File: src/rtl/seq_div16_if.sv
// Handshake and result bundle for the seq_div16 multi-cycle divider.
// The control unit is the master and the divider is the slave.
interface seq_div16_if #(
   parameter int WIDTH = 16
);
   logic             start;
   logic [WIDTH-1:0] dividend;
   logic [WIDTH-1:0] divisor;
   logic             is_signed;
   logic             busy;
   logic             done;
   logic [WIDTH-1:0] quotient;
   logic [WIDTH-1:0] remainder;
   logic             div_by_zero;
   logic             ovfl;

   modport master (
      output start, dividend, divisor, is_signed,
      input  busy, done, quotient, remainder, div_by_zero, ovfl
   );

   modport slave (
      input  start, dividend, divisor, is_signed,
      output busy, done, quotient, remainder, div_by_zero, ovfl
   );
endinterface

File: src/rtl/seq_div16.sv
// Restoring shift-subtract divider, one quotient bit per clock, start/busy/done handshake.
// Signed operation is built only when SEQ_DIV_SIGNED_EN is defined; otherwise all operands are unsigned.
module seq_div16 #(
   parameter int WIDTH = 16
) (
   input  logic       clk,
   input  logic       rst_n,
   seq_div16_if.slave bus
);
   typedef enum logic [1:0] {IDLE, CALC, FIX, DONE} state_t;

   state_t           state_q, state_d;
   logic [WIDTH-1:0] rem_q, rem_d;
   logic [WIDTH-1:0] dvd_q, dvd_d;
   logic [WIDTH-1:0] dsr_q, dsr_d;
   logic [WIDTH-1:0] quo_q, quo_d;
   logic [WIDTH-1:0] rmd_q, rmd_d;
   logic [4:0]       cnt_q, cnt_d;
   logic             negq_q, negq_d, negr_q, negr_d;
   logic             dbz_q, dbz_d, ovf_q, ovf_d;

   logic             sgn;
   logic             dsr_zero;
   logic [WIDTH:0]   sh;
   logic             ge;
   logic             last;

   // With signed support compiled out, sgn is constant 0 and the sign-fix
   // and overflow logic fold away; FIX remains so latency is identical.
`ifdef SEQ_DIV_SIGNED_EN
   assign sgn = bus.is_signed;
`else
   logic unused_sgn;
   assign sgn        = 1'b0;
   assign unused_sgn = bus.is_signed;
`endif

   function automatic logic [WIDTH-1:0] mag(input logic [WIDTH-1:0] x, input logic s);
      return (s && x[WIDTH-1]) ? -x : x;
   endfunction

   assign dsr_zero = (bus.divisor == '0);
   assign sh       = {rem_q, dvd_q[WIDTH-1]};
   assign ge       = (sh >= {1'b0, dsr_q});
   assign last     = (cnt_q == 5'(WIDTH-1));

   always_ff @(posedge clk or negedge rst_n) begin
      if (!rst_n) state_q <= IDLE;
      else        state_q <= state_d;
   end

   always_comb begin
      state_d = state_q;
      unique case (state_q)
         IDLE:    if (bus.start) state_d = dsr_zero ? FIX : CALC;
         CALC:    if (last) state_d = FIX;
         FIX:     state_d = DONE;
         DONE:    state_d = IDLE;
         default: state_d = IDLE;
      endcase
   end

   always_comb begin
      bus.busy        = (state_q == CALC) || (state_q == FIX);
      bus.done        = (state_q == DONE);
      bus.quotient    = quo_q;
      bus.remainder   = rmd_q;
      bus.div_by_zero = dbz_q;
      bus.ovfl        = ovf_q;
   end

   always_comb begin
      rem_d  = rem_q;
      dvd_d  = dvd_q;
      dsr_d  = dsr_q;
      quo_d  = quo_q;
      rmd_d  = rmd_q;
      cnt_d  = cnt_q;
      negq_d = negq_q;
      negr_d = negr_q;
      dbz_d  = dbz_q;
      ovf_d  = ovf_q;
      case (state_q)
         IDLE: if (bus.start) begin
            // Zero divisor keeps the raw dividend so FIX can return it untouched.
            dvd_d  = dsr_zero ? bus.dividend : mag(bus.dividend, sgn);
            dsr_d  = mag(bus.divisor, sgn);
            rem_d  = '0;
            cnt_d  = '0;
            negq_d = sgn && (bus.dividend[WIDTH-1] ^ bus.divisor[WIDTH-1]);
            negr_d = sgn && bus.dividend[WIDTH-1];
            dbz_d  = dsr_zero;
            ovf_d  = sgn && (bus.dividend == {1'b1, {(WIDTH-1){1'b0}}}) && (bus.divisor == '1);
         end
         CALC: begin
            rem_d = ge ? WIDTH'(sh - {1'b0, dsr_q}) : sh[WIDTH-1:0];
            dvd_d = {dvd_q[WIDTH-2:0], ge};
            cnt_d = cnt_q + 5'd1;
         end
         FIX: begin
            if (dbz_q) begin
               quo_d = '1;
               rmd_d = dvd_q;
            end else begin
               quo_d = negq_q ? -dvd_q : dvd_q;
               rmd_d = negr_q ? -rem_q : rem_q;
            end
         end
         default: ;
      endcase
   end

   always_ff @(posedge clk or negedge rst_n) begin
      if (!rst_n) begin
         rem_q  <= '0;
         dvd_q  <= '0;
         dsr_q  <= '0;
         quo_q  <= '0;
         rmd_q  <= '0;
         cnt_q  <= '0;
         negq_q <= 1'b0;
         negr_q <= 1'b0;
         dbz_q  <= 1'b0;
         ovf_q  <= 1'b0;
      end else begin
         rem_q  <= rem_d;
         dvd_q  <= dvd_d;
         dsr_q  <= dsr_d;
         quo_q  <= quo_d;
         rmd_q  <= rmd_d;
         cnt_q  <= cnt_d;
         negq_q <= negq_d;
         negr_q <= negr_d;
         dbz_q  <= dbz_d;
         ovf_q  <= ovf_d;
      end
   end
endmodule

File: src/flat_wrapper.sv
// flat-port wrapper written by rule: the top's interface ports become plain ports
module seq_div16_flat 
#(
   parameter int WIDTH = 16
)
  (clk, rst_n, bus_start, bus_dividend, bus_divisor, bus_is_signed, bus_busy, bus_done, bus_quotient, bus_remainder, bus_div_by_zero, bus_ovfl);
  seq_div16_if #(.WIDTH(WIDTH)) bus_i ();
  input  logic clk;
  input  logic rst_n;
  input wire logic [$bits(bus_i.start)-1:0] bus_start;
  input wire logic [$bits(bus_i.dividend)-1:0] bus_dividend;
  input wire logic [$bits(bus_i.divisor)-1:0] bus_divisor;
  input wire logic [$bits(bus_i.is_signed)-1:0] bus_is_signed;
  output wire logic [$bits(bus_i.busy)-1:0] bus_busy;
  output wire logic [$bits(bus_i.done)-1:0] bus_done;
  output wire logic [$bits(bus_i.quotient)-1:0] bus_quotient;
  output wire logic [$bits(bus_i.remainder)-1:0] bus_remainder;
  output wire logic [$bits(bus_i.div_by_zero)-1:0] bus_div_by_zero;
  output wire logic [$bits(bus_i.ovfl)-1:0] bus_ovfl;
  assign bus_i.start = bus_start;
  assign bus_i.dividend = bus_dividend;
  assign bus_i.divisor = bus_divisor;
  assign bus_i.is_signed = bus_is_signed;
  assign bus_busy = bus_i.busy;
  assign bus_done = bus_i.done;
  assign bus_quotient = bus_i.quotient;
  assign bus_remainder = bus_i.remainder;
  assign bus_div_by_zero = bus_i.div_by_zero;
  assign bus_ovfl = bus_i.ovfl;
  seq_div16 #(.WIDTH(WIDTH)) u_core (.clk(clk), .rst_n(rst_n), .bus(bus_i));
endmodule
File: config.mk
export PLATFORM = sky130hd
export DESIGN_NAME = seq_div16_flat
export DESIGN_NICKNAME = d
export VERILOG_FILES = /design/src/rtl/seq_div16_if.sv /design/src/rtl/seq_div16.sv /design/src/flat_wrapper.sv
export SDC_FILE = /design/constraint.sdc
export NUM_CORES = 1
export LEC_CHECK = 0
export CAP_MARGIN = 20
export CORE_ASPECT_RATIO = 0.75
export CORE_MARGIN = 2
export CORE_UTILIZATION = 51
export DETAILED_ROUTE_END_ITERATION = 7
export GPL_TIMING_DRIVEN = 0
export PLACE_DENSITY = 0.76
export SLEW_MARGIN = 10
export SYNTH_ARGS = -nofsm -noshare
export SYNTH_HDL_FRONTEND = slang
export SYNTH_SLANG_ARGS = --single-unit
File: constraint.sdc
create_clock -name clk -period 3.55 [get_ports clk]
set_input_delay 0.71 -clock clk [delete_from_list [all_inputs] [get_ports clk]]
set_output_delay 0.71 -clock clk [all_outputs]
set_load 0.02 [all_outputs]
==> results by group, run 1 <==
Outcome
  – Status: finished clean

Worst setup path
  – Critical path startpoint category: register
  – Worst path slowest cell: dfrtp_1
  – CP top delay family: compound AO/OA/AOI/OAI gates
  – CP required: 3750 ps
  – Worst Setup End Kind: register
  – CP peak stage delay: 460 ps
  – Critical path arrival: 3000 ps
  – WS Path Type: register to register
  – CP Buf/Inv Count: 2
  – CP Cell Sequence: ha_1, buf_6, a21o_1, a21o_1, a221o_1, a211oi_4, buf_6, mux2i_1, o21ai_1
  – Crit Path Max Fanout: 10

Place
  – Pre-CTS setup slack: 794 ps
  – IO Port Bufs: 69
  – Post-Place Cells: 690
  – Placed Area: 0.00563 mm²
  – Dpl hpwl: 9.30 mm
  – GPL Wtd Cong: 0.864

Timing
  – Final Cycle Share: 0.790
  – WHS: 273 ps
  – Final setup fails: 0
  – Fmax: 357 MHz
  – Layout Skew: 8.93 ps
  – Post-route minimum period: 2800 ps
  – Max-slew violations: 0
  – Measured slew at the worst slew-check pin: 790 ps
  – RSZ-0062 raised after global routing: no
  – Final setup margin: 745 ps
  – Final hold vios: 0
  – Slew Limit Headroom: 0.473

Detailed routing
  – Vias per inst: 5.74
  – Initial DRC Count: 317
  – Routed vias: 4053
  – DRT antenna net count: 0
  – Final wirelength: 12.3 mm
  – DR DRC count: 0
  – Drt wl/cell: 17.4 µm
  – Number of detailed-route iterations in the first pass: 6

Yosys
  – Post-Syn Nets: 551
  – Synth Warn #: 0
  – Mapped Area: 0.00475 mm²
  – Top cells by count, synth: 88 x dfrtp_1, 57 x nor2_1, 44 x a21oi_1, 40 x nand2_1, 37 x mux2i_1
  – Yosys reg bits: 88
  – Syn avg cell area: 9.66 µm²
  – Post-synth top area cell: dfrtp_1
  – Main synth FF type: dfrtp_1
  – Count leader, synth: dfrtp_1
  – Mapped Cells: 492
  – Yosys top cell area share: 0.464
  – EDFF count, synth: 0
  – Post-synthesis sequential area ratio: 0.464
  – Post-synthesis cell type count: 47
  – Top post-synthesis cells by area: dfrtp_1 46%, mux2i_1 7.8%, ha_1 5.8%, a21oi_1 4.6%, nor2_1 4.5%
  – Asr flop ratio synth: 1.00

GRT
  – Overflow left after global routing: 0
  – Initial antenna violation count: 0
  – Vias in the first global route: 3980
  – Met2 global-route usage: 0.400
  – Largest net degree at the start of global routing: 65
  – Met1 usage: 0.378
  – GRT Total Usage: 0.262
  – Global-route wire length before repair: 20.3 mm
  – Gr busiest metal: met2
  – GR met3 Demand/Resource: 0.0609

Floorplan
  – Die width: 115 µm
  – Chip Height: 87.6 µm
  – Rows: 30
  – Initial core utilization: 0.525
  – Core area: 0.00905 mm²
  – Die area: 0.0101 mm²
  – I/O pins: 72

Clock network
  – CTS root buf: clkbuf_16
  – Post-cts resize count: 0
  – Clk_lat worst skew: 340 ps
  – # Post-CTS Setup Buffers: 0
  – CTS tree: done
  – CTS Hold Bufs: 0
  – Worst-path clk slew: 60 ps
  – Inserted Clock Buffers: 9
  – Clock tree sinks: 88
  – Clock tree buffer depth: 2
  – Htree depth: 3

Layout
  – Final #Nets: 632
  – Fill cell count: 739
  – Final instance area: 0.00594 mm²
  – Layout Cells excl Fill: 706
  – Layout area overhead: 25.1%
  – Number of diodes: 0
  – Share of layout cells above drive strength 1: 0.0623

Power and ir drop
  – Peak supply drop: 0.559 mV
  – P_leak: 2.64 nW
  – P per Cell Area: 1010 mW/mm²

Flow run
  – MaxCap Viol Count: 0

Min path
  – Hold Crit Class: input pin to asynchronous set/reset pin
==> through the flow <==
stage           util  setup TNS (ps)  total power [mW]
6_report       0.657               0              6.02
5_1_grt        0.657               0              6.47
4_1_cts        0.657               0              6.02
3_5_place_dp   0.622               0              4.97
3_3_place_gp   0.619         -126140              4.86
2_1_floorplan      -               0              3.90
==> cell type report <==
class,instances,area [µm²],share of cell area
Multi-Input combinational cell,351,2330,0.392
Sequential cell,88,2200,0.371
Timing Repair Buffer,70,716,0.120
Clock buffer,13,250,0.0421
Tap cell,128,160,0.0270
Buffer,29,129,0.0217
Inverter,24,90.1,0.0152
Clock inverter,3,65.1,0.0109
==> flip-flops by register name, indices dropped and copies added, names as in the netlist <==
name	cells
u_core.bus.quotient	16
u_core.bus.remainder	16
u_core.dsr_q	16
u_core.dvd_q	16
u_core.rem_q	16
u_core.cnt_q	5
u_core.state_q	2
u_core.bus.div_by_zero	1
==> final timing paths <==
check                           slack, ps  depth (start not counted)       startpoint                     end
worst max-delay path                  750                          9  u_core.rem_q[9]         u_core.rem_q[3]
worst min register to register        500                          2  u_core.cnt_q[4]         u_core.cnt_q[4]
min in group clk                      500                          2  u_core.cnt_q[4]         u_core.cnt_q[4]
worst max register to register        750                          9  u_core.rem_q[9]         u_core.rem_q[3]
worst min-delay path                  270                          1            rst_n         u_core.dsr_q[0]
max in group asynchronous            2650                          2            rst_n  u_core.bus.quotient[7]
==> cells by family after synthesis <==
kind of cell | count (synthesis) | share of synthesized area
and+or+nand+nor | 133 | 0.124
DFF | 88 | 0.464
other | 1 | 0.000789
adders and majority gates | 23 | 0.0622
buffers and inverters | 53 | 0.0461
AOI/OAI and AO/OA | 130 | 0.168
xor gates and xnor gates | 11 | 0.0203
muxes | 53 | 0.116
==> layout by cell type, fill, tap and decap left out, types with 7 or more instances in the layout <==
cell / Yosys / routed
mux2_2: 16 / 16
clkbuf_16: 0 / 9
o21ai_0: 32 / 32
nor2_1: 57 / 57
mux2i_1: 37 / 37
o21ai_1: 12 / 12
dfrtp_1: 88 / 88
nand2_1: 40 / 40
a21oi_1: 44 / 44
inv_1: 24 / 24
nand3_1: 7 / 7
clkdlybuf4s50_1: 0 / 68
a32oi_1: 7 / 7
clkbuf_1: 20 / 23
a21o_1: 10 / 10
ha_1: 22 / 22
xnor2_1: 7 / 7
==> report_power, final <==
| part | switching, mW | internal (mW) |
|---|---|---|
| combinational | 1.80 | 1.37 |
| sequential | 0.371 | 1.47 |
| clock | 0.383 | 0.636 |
==> layer usage <==
| metal | up-vias | wire (µm) | part of all wire |
|---|---|---|---|
| li1 | 1900 | - | - |
| met4 | 0 | 205 | 0.017 |
| met3 | 20 | 800 | 0.065 |
| met5 | - | 0 | 0 |
| met1 | 1981 | 5650 | 0.46 |
| met2 | 152 | 5660 | 0.46 |
Note: power is estimated with default switching activity, not from simulation.
==> run 2: changes to the inputs <==
--- a/config.mk
+++ b/config.mk
@@ -8,7 +8,7 @@
 export CAP_MARGIN = 20
 export CORE_ASPECT_RATIO = 0.75
 export CORE_MARGIN = 2
-export CORE_UTILIZATION = 51
+export CORE_UTILIZATION = 49
 export DETAILED_ROUTE_END_ITERATION = 7
 export GPL_TIMING_DRIVEN = 0
 export PLACE_DENSITY = 0.76
==> constraint.sdc (replaced) <==
create_clock -name clk -period 2.55 [get_ports clk]
set_input_delay 0.51 -clock clk [delete_from_list [all_inputs] [get_ports clk]]
set_output_delay 0.51 -clock clk [all_outputs]
set_load 0.02 [all_outputs]
==> run 2 against run 1 <==
Worst setup slack worse by 660 ps. Fmax grew 14%. Die area rose by 3.9%. Cell count is 1.8% higher. Sequential power is 39% higher. Sequential cell count is the same. Cell area rose by 2.6%. Sequential share of layout area is 0.89 points lower. Global-route usage is 2.5 points lower. Wire length grew 0.27%. Clock power increased by 31%. Register-to-register slack worse by 660 ps.
==> results by group, run 2 (synthesis results as in run 1) <==
Worst setup path
  – CP Buf/Inv Count: 1 (-1)
  – CP Cell Sequence: ha_1, a21o_1, a221o_1, a211oi_4, buf_6, mux2i_2, o21ai_1
  – Worst Setup End Kind: register
  – Instance count on the critical path: 7 (-2)
  – Worst path slowest cell: dfrtp_1
  – Critical path startpoint category: register
  – Crit Path Max Fanout: 8 (-2)
  – CP peak stage delay: 430 ps (-30 ps)
  – CP top delay family: compound AO/OA/AOI/OAI gates
  – Reg2reg path depth: 7 (-2)
  – CP required: 2760 ps (-990 ps)
  – Critical path arrival: 2680 ps (-320 ps)
  – WS Path Type: register to register

Timing
  – Max-slew violations: 0 (unchanged)
  – Post-route minimum period: 2470 ps (-337 ps)
  – Fmax: 405 MHz (+14%)
  – Measured slew at the worst slew-check pin: 801 ps (+10.6 ps)
  – Slew Limit Headroom: 0.466 (-0.00709)
  – Layout Skew: 6.34 ps (-2.59 ps)
  – Final hold vios: 0 (unchanged)
  – Final setup fails: 0 (unchanged)
  – Final Cycle Share: 0.968 (+0.178)

Detailed routing
  – Routed vias: 4112 (+1.5%)
  – Initial DRC Count: 359 (+13%)
  – DR DRC count: 0 (unchanged)
  – Vias per inst: 5.72 (-0.38%)
  – Number of detailed-route iterations in the first pass: 7 (+1)
  – DRT antenna net count: 0 (unchanged)
  – Drt wl/cell: 17.2 µm (-1.5%)
  – Final wirelength: 12.3 mm (+0.27%)

Place
  – Dpl hpwl: 8.99 mm (-3.3%)
  – GPL Wtd Cong: 0.840 (-2.8%)
  – IO Port Bufs: 69 (unchanged)
  – Post-Place Cells: 694 (+0.58%)

Floorplan
  – Rows: 31 (+3.3%)
  – Die width: 118 µm (+2.0%)
  – I/O pins: 72 (unchanged)
  – Initial core utilization: 0.498 (-0.0273)
  – Chip Height: 89.3 µm (+1.9%)
  – Die area: 0.0105 mm² (+3.9%)
  – Core area: 0.00954 mm² (+5.5%)

GRT
  – Overflow left after global routing: 0 (unchanged)
  – Initial antenna violation count: 0 (unchanged)
  – GRT Total Usage: 0.237 (-0.0254)
  – Largest net degree at the start of global routing: 50 (-23%)
  – Global-route wire length before repair: 19.4 mm (-4.2%)
  – Vias in the first global route: 3813 (-4.2%)

Clock network
  – CTS tree: done
  – Htree depth: 3 (unchanged)
  – Clk_lat worst skew: 340 ps (about the same)
  – Clock tree sinks: 88 (unchanged)
  – Clock tree buffer depth: 2 (unchanged)
  – Worst-path clk slew: 60 ps (about the same)
  – Inserted Clock Buffers: 9 (unchanged)
  – CTS root buf: clkbuf_16
  – CTS Hold Bufs: 0 (unchanged)

Power and ir drop
  – Total power draw: 8.61 mW (+43%)
  – Peak supply drop: 0.616 mV (+10%)
  – P_leak: 2.70 nW (+2.0%)
  – P per Cell Area: 1410 mW/mm² (+39%)

Layout
  – Commonest non-fill, non-tap cells in the layout: 85 x dfrtp_1, 68 x clkdlybuf4s50_1, 57 x nor2_1
  – Most common cell after layout, fill and taps aside: dfrtp_1
  – Layout area overhead: 28.4%
  – Share of layout cells above drive strength 1: 0.119 (+0.0570)
  – Layout Cells excl Fill: 719 (+1.8%)
  – Number of diodes: 0 (unchanged)
  – Final #Nets: 641 (+1.4%)

Flow run
  – MaxCap Viol Count: 0 (unchanged)

Min path
  – Hold Crit Class: input pin to asynchronous set/reset pin

Outcome
  – Status: finished clean
[run 2: cell types whose count changed in the layout (fill, tap and decap cells not counted), sizes merged]
cell	previous run	this run
buf	11	20
bufinv	2	1
clkbuf	33	31
clkinv	1	3
clkinvlp	0	1
[run 2: metal layers]
| layer | track usage | vias to the layer above | routed length (µm) |
|---|---|---|---|
| met5 | 0 | - | 0 |
| met4 | 0.0548 | 0 | 146 |
| met3 | 0.0574 | 16 | 686 |
| met2 | 0.355 | 145 | 5520 |
| met1 | 0.350 | 2031 | 5990 |
| li1 | - | 1920 | - |
[run 2: area by class of cell]
type / instances / area, µm²
fill: 791 / 3440
tap: 132 / 165
inverter: 24 / 90.1
timing repair buffer: 82 / 806
clock buffer: 11 / 243
sequential: 88 / 2210
multi-input combinational: 351 / 2410
clock inverter: 5 / 56.3
buffer: 26 / 119
[run 2: path summary, 6_finish.rpt]
path | endpoint | start | slack, ps
worst max-delay path | u_core.rem_q[8] | u_core.rem_q[10] | 80
worst min-delay path | u_core.state_q[0] | rst_n | 150
worst max register to register | u_core.rem_q[8] | u_core.rem_q[10] | 80
worst min register to register | u_core.dsr_q[13] | u_core.dsr_q[13] | 500
max in group asynchronous | u_core.rem_q[9] | rst_n | 1770
min in group clk | u_core.dsr_q[13] | u_core.dsr_q[13] | 500
[run 2: repair_timing]
action	CTS	global route
gates resized for setup	6	26
endpoints found under the setup margin	16	36
pin swaps	3	5
cloned	1	0
buffers inserted	6	5
[run 2: stage by stage]
step / hold WS, ps / setup TNS [ps] / setup WS (ps) / utilization / cell area [µm²]
global route: 194 / -3.22 / -3.22 / 0.639 / 6100
finish: 147 / 0 / 81.6 / 0.639 / 6100
CTS: 169 / 0 / 21.6 / 0.629 / 6000
global placement: 464 / -195830 / -2210 / 0.588 / 5610
floorplan: 214 / 0 / 142 / - / 4750
detailed placement: 493 / -1810 / -163 / 0.590 / 5630
[run 2: worst register-to-register path, delay by kind of cell (launching register included)]
kind	cells	cell delay (ps)
AOI/OAI and AO/OA	4	1090
DFF	1	430
adders and majority gates	1	400
muxes	1	230
buffers and inverters	1	190
[run 2: power by group]
group          switching [mW]  internal (mW)
clock                   0.551          0.785
combinational            2.61           2.10
sequential              0.512           2.04
total                    3.68           4.93
